### src/rtl/div4_sched.sv
// rtl/div4_sched.sv - round-robin two-requester job scheduler that shifts each word out MSB first
// and reports its remainder mod 4 from the last two serial bits.
module div4_sched #(
  parameter int W = 8
) (
  input  logic         clk,
  input  logic         rst,
  input  logic         req0,
  input  logic [W-1:0] data0,
  input  logic         req1,
  input  logic [W-1:0] data1,
  output logic         gnt0,
  output logic         gnt1,
  output logic         busy,
  output logic         ser_en,
  output logic         ser_bit,
  output logic         done,
  output logic         div4,
  output logic [1:0]   rem,
  output logic         src
);

  localparam int CW = $clog2(W + 1);

  typedef enum logic [1:0] {
    IDLE  = 2'd0,
    SHIFT = 2'd1,
    DONE  = 2'd2
  } state_t;

  state_t         state_q, state_d;
  logic [W-1:0]   sr_q, sr_d;
  logic [CW-1:0]  cnt_q, cnt_d;
  logic [1:0]     res_q, res_d;
  logic [1:0]     rem_q, rem_d;
  logic           div4_q, div4_d;
  logic           src_q, src_d;
  logic           last_q, last_d;
  logic           gnt0_q, gnt0_d;
  logic           gnt1_q, gnt1_d;
  logic           win0, win1;

  // On a tie the requester that was not served last wins.
  assign win0 = req0 & (~req1 | last_q);
  assign win1 = req1 & (~req0 | ~last_q);

  always_comb begin
    state_d = state_q;
    sr_d    = sr_q;
    cnt_d   = cnt_q;
    res_d   = res_q;
    rem_d   = rem_q;
    div4_d  = div4_q;
    src_d   = src_q;
    last_d  = last_q;
    gnt0_d  = 1'b0;
    gnt1_d  = 1'b0;
    case (state_q)
      IDLE: begin
        if (req0 | req1) begin
          state_d = SHIFT;
          sr_d    = win0 ? data0 : data1;
          src_d   = win1;
          last_d  = win1;
          cnt_d   = '0;
          res_d   = 2'b00;
          gnt0_d  = win0;
          gnt1_d  = win1;
        end
      end
      SHIFT: begin
        sr_d  = {sr_q[W-2:0], 1'b0};
        res_d = {res_q[0], sr_q[W-1]};
        cnt_d = cnt_q + 1'b1;
        if (cnt_q == CW'(W - 1)) begin
          state_d = DONE;
        end
      end
      DONE: begin
        // The last two bits shifted out are the value mod 4.
        rem_d   = res_q;
        div4_d  = (res_q == 2'b00);
        state_d = IDLE;
      end
      default: begin
        state_d = IDLE;
      end
    endcase
  end

  always_ff @(posedge clk or negedge rst) begin
    if (!rst) begin
      state_q <= IDLE;
      sr_q    <= '0;
      cnt_q   <= '0;
      res_q   <= 2'b00;
      rem_q   <= 2'b00;
      div4_q  <= 1'b0;
      src_q   <= 1'b0;
      last_q  <= 1'b1;
      gnt0_q  <= 1'b0;
      gnt1_q  <= 1'b0;
    end else begin
      state_q <= state_d;
      sr_q    <= sr_d;
      cnt_q   <= cnt_d;
      res_q   <= res_d;
      rem_q   <= rem_d;
      div4_q  <= div4_d;
      src_q   <= src_d;
      last_q  <= last_d;
      gnt0_q  <= gnt0_d;
      gnt1_q  <= gnt1_d;
    end
  end

  assign gnt0    = gnt0_q;
  assign gnt1    = gnt1_q;
  assign busy    = (state_q != IDLE);
  assign ser_en  = (state_q == SHIFT);
  assign ser_bit = (state_q == SHIFT) & sr_q[W-1];
  assign done    = (state_q == DONE);
  assign div4    = div4_q;
  assign rem     = rem_q;
  assign src     = src_q;

endmodule

### config.mk
export PLATFORM = sky130hd
export DESIGN_NAME = div4_sched
export DESIGN_NICKNAME = d
export VERILOG_FILES = /design/src/rtl/div4_sched.sv
export SDC_FILE = /design/constraint.sdc
export NUM_CORES = 1
export LEC_CHECK = 0
export ABC_AREA = 1
export BUFFER_PORTS_ARGS = -buffer_cell sky130_fd_sc_hd__buf_2
export CORE_MARGIN = 2
export CORE_UTILIZATION = 40
export DETAILED_ROUTE_END_ITERATION = 10
export HOLD_SLACK_MARGIN = 0.03
export PLACE_DENSITY = 0.74
export SETUP_SLACK_MARGIN = 0.5
export SYNTH_ARGS = -nofsm -noshare
export SYNTH_HDL_FRONTEND = slang
export SYNTH_SLANG_ARGS = --single-unit
### constraint.sdc
create_clock -name clk -period 1.2 [get_ports clk]
set_input_delay 0.36 -clock clk [delete_from_list [all_inputs] [get_ports clk]]
set_output_delay 0.36 -clock clk [all_outputs]
set_load 0.1 [all_outputs]
==> flow_metrics.env <==
export IMPL_status="finished with violations"
export IMPL_violations="setup timing"
export IMPL_power_density_nw_per_um2=2670
export IMPL_layout_nets=223
export IMPL_synthDistinctLibCells=20
export IMPL_grt_setup_unrepaired="true"
export IMPL_min_path_type="input port to asynchronous set/reset pin"
export IMPL_cts_tree="built"
export IMPL_vias=1191
export IMPL_clock_latency_ns=0.30
export IMPL_crit_required_ns=0.84
export IMPL_leakage_nw=0.947
export IMPL_criticalPathCategory="flip-flop to output port"
export IMPL_start_util_pct=42.4
export IMPL_vdd_ir_drop_max_v=0.00235
export IMPL_layout_drive_gt1_share_pct=47.8
export IMPL_die_area_um2=3370
export IMPL_routed_wl_um=3190
export IMPL_swShare_pct=47.6
export IMPL_slowest_delay_ns=0.43
export IMPL_clock_sinks=23
export IMPL_p_comb_share_pct=65.0
export IMPL_drtAntennaViolNets=0
export IMPL_finClkSkew_ns=0.00553
export IMPL_arrival_ns=1.23
export IMPL_maxSlewHeadroom_pct=66.2
export IMPL_synthCells=151
export IMPL_period_needed_ns=1.59
export IMPL_post_route_util_pct=69.1
export IMPL_fp_row_count=19
export IMPL_cts_root_buffer="clkbuf_4"
export IMPL_portBuffers=29
export IMPL_gp_congestion=0.763
export IMPL_wire_per_inst_um=13.8
export IMPL_grt_max_degree=24
export IMPL_pwr_share_seq_pct=28.0
export IMPL_cp_slowest_cell="dfrtp_1"
export IMPL_synthToLayoutAreaGrowth_pct=63.2
export IMPL_slew_viol_final=0
export IMPL_firstDrtPassIters=6
export IMPL_grt_pass1_wl_um=5230
export IMPL_finalSetupViolCount=20
export IMPL_layout_common_cells="inv_1 (24), nand2_1 (22), buf_2 (19)"
export IMPL_timing_final_hold_violations=0
export IMPL_fillers=209
export IMPL_p_switching_mw=2.42
export IMPL_syn_nets=172
export IMPL_yosysWarnings=0
export IMPL_grtUsageTotal_pct=20.4
export IMPL_clock_path_buffers=2
export IMPL_die_y_um=58.1
export IMPL_seq_area_frac_synth_pct=49.4
export IMPL_crit_chain="inv_2, nand2_4, nor2_4, buf_12"
export IMPL_path_clk_slew_ns=0.12
export IMPL_antenna_found_initial=0
export IMPL_post_route_drc_count=0
export IMPL_hold_ws_ns=0.00409
export IMPL_htreeDepth=1
export IMPL_initialDrtViolationCount=23
export IMPL_grt_ovfl_total=0
export IMPL_syn_avg_cell_area_um2=7.74
export IMPL_cts_buffers_inserted=3
export IMPL_tightest_slew_ns=0.507
export IMPL_layout_commonest_cell="inv_1"
export IMPL_internal_power_mw=2.66
export IMPL_ys_seq_elements=23
export IMPL_p_clk_share_pct=6.9
export IMPL_start_kind="flip-flop"
export IMPL_dp_hpwl_um=2140
export IMPL_setup_ws_ns=-0.394
export IMPL_fmax_ghz=0.627
export IMPL_fin_crit_sh_pct=133
export IMPL_io_pins=30
export IMPL_worstPathMaxFanout=3
export IMPL_core_area_um2=2760
export IMPL_synth_area_um2=1170
export IMPL_drv_cap=0
export IMPL_grt_pass1_vias=1211
export IMPL_vias_per_cell=5.13
export IMPL_die_w_um=58.1
export IMPL_end_kind="output port"
export IMPL_diodes=0
-- final timing paths --
| kind | start | endpoint | slack [ns] | cells past startpoint |
|---|---|---|---|---|
| worst max register to register | state_q[1] | sr_q[3] | -0.26 | 9 |
| worst max-delay path | state_q[1] | ser_bit | -0.39 | 4 |
| min in group clk | data1[0] | sr_q[0] | 0.32 | 3 |
| worst min register to register | res_q[0] | div4 | 0.47 | 1 |
| max in group asynchronous | rst | gnt1 | 0.81 | 1 |
| worst min-delay path | rst | res_q[1] | 0.004 | 1 |
-- flip-flops by register name, indices dropped and copies added, names as in the netlist --
signal   count
div4         1
state_q      2
gnt0         1
last_q       1
cnt_q        4
gnt1         1
src          1
rem          2
sr_q         8
res_q        2
-- logic make-up after synthesis --
kind of cell	synth area share [%]
DFF	49.4
AOI/OAI and AO/OA	9.64
and+or+nand+nor	28.1
adders and majority gates	1.07
buffers and inverters	11.9
-- stage by stage --
step | area, um2 | worst slack [ns] | setup TNS, ns | std cells | power, mW
after global placement | 1670 | -0.0334 | -0.0334 | 222 | 4.03
after floorplan | 1230 | -0.359 | -2.34 | 151 | 3.15
after detailed placement | 1670 | -0.0655 | -0.117 | 222 | 4.12
after CTS | 1810 | -0.393 | -2.84 | 230 | 4.80
after global routing | 1910 | -0.441 | -5.02 | 232 | 5.37
final | 1910 | -0.394 | -3.97 | 232 | 5.08
-- area by class of cell --
cell class | instances | area, um2 | share of cell area (%)
flip-flops and latches | 23 | 601 | 31.5
repair inverters | 1 | 6.26 | 0.328
repair buffers | 48 | 513 | 26.9
clock buffers | 4 | 26.3 | 1.38
inverters | 29 | 119 | 6.23
well taps | 31 | 38.8 | 2.03
multi-input cells | 96 | 603 | 31.6
-- routing by layer --
| metal | vias to the layer above | wire [um] | GRT usage, % | share of wire (%) |
|---|---|---|---|---|
| met3 | 6 | 170 | 2.46 | 5.3 |
| li1 | 580 | - | - | - |
| met5 | - | 0 | 0 | 0 |
| met4 | 0 | 69 | 9.97 | 2.2 |
| met1 | 558 | 1240 | 23.6 | 39 |
| met2 | 47 | 1710 | 36.9 | 54 |
-- power by group through the flow --
stage / Clock (mW) / Combinational [mW] / Sequential [mW]
2_1_floorplan: 0 / 1.31 / 1.84
3_3_place_gp: 0 / 2.62 / 1.41
3_5_place_dp: 0 / 2.68 / 1.44
4_1_cts: 0.362 / 3.03 / 1.41
5_1_grt: 0.393 / 3.51 / 1.46
6_report: 0.353 / 3.31 / 1.42
-- worst max-delay path: cells and delay by family, from the launching register on --
kind,cells,cell delay (ns)
and+or+nand+nor,2,0.20
DFF,1,0.43
buffers and inverters,2,0.30
-- cells in the mapped netlist, drive strengths merged --
| library cell | count | area (um2) |
|---|---|---|
| a21oi | 7 | 35.0 |
| o21ai | 8 | 40.0 |
| nand2 | 29 | 119 |
| inv | 29 | 109 |
| a41oi | 1 | 8.76 |
| nand4 | 1 | 6.26 |
| a22o | 1 | 8.76 |
| o22ai | 2 | 12.5 |
| nor2 | 22 | 87.6 |
| dfstp | 1 | 26.3 |
| nand3 | 23 | 115 |
| buf | 3 | 30.0 |
| o21a | 1 | 7.51 |
| ha | 1 | 12.5 |
| dfrtp | 22 | 551 |
-- timing repair --
item	CTS	global route
endpoints found under the setup margin	33	33
gates cloned	2	0
buffers inserted	2	2
pin swaps	4	0
endpoints found under the hold margin	22	1
resized for setup	19	21
No activity file was read; power rests on OpenSTA's default activity.
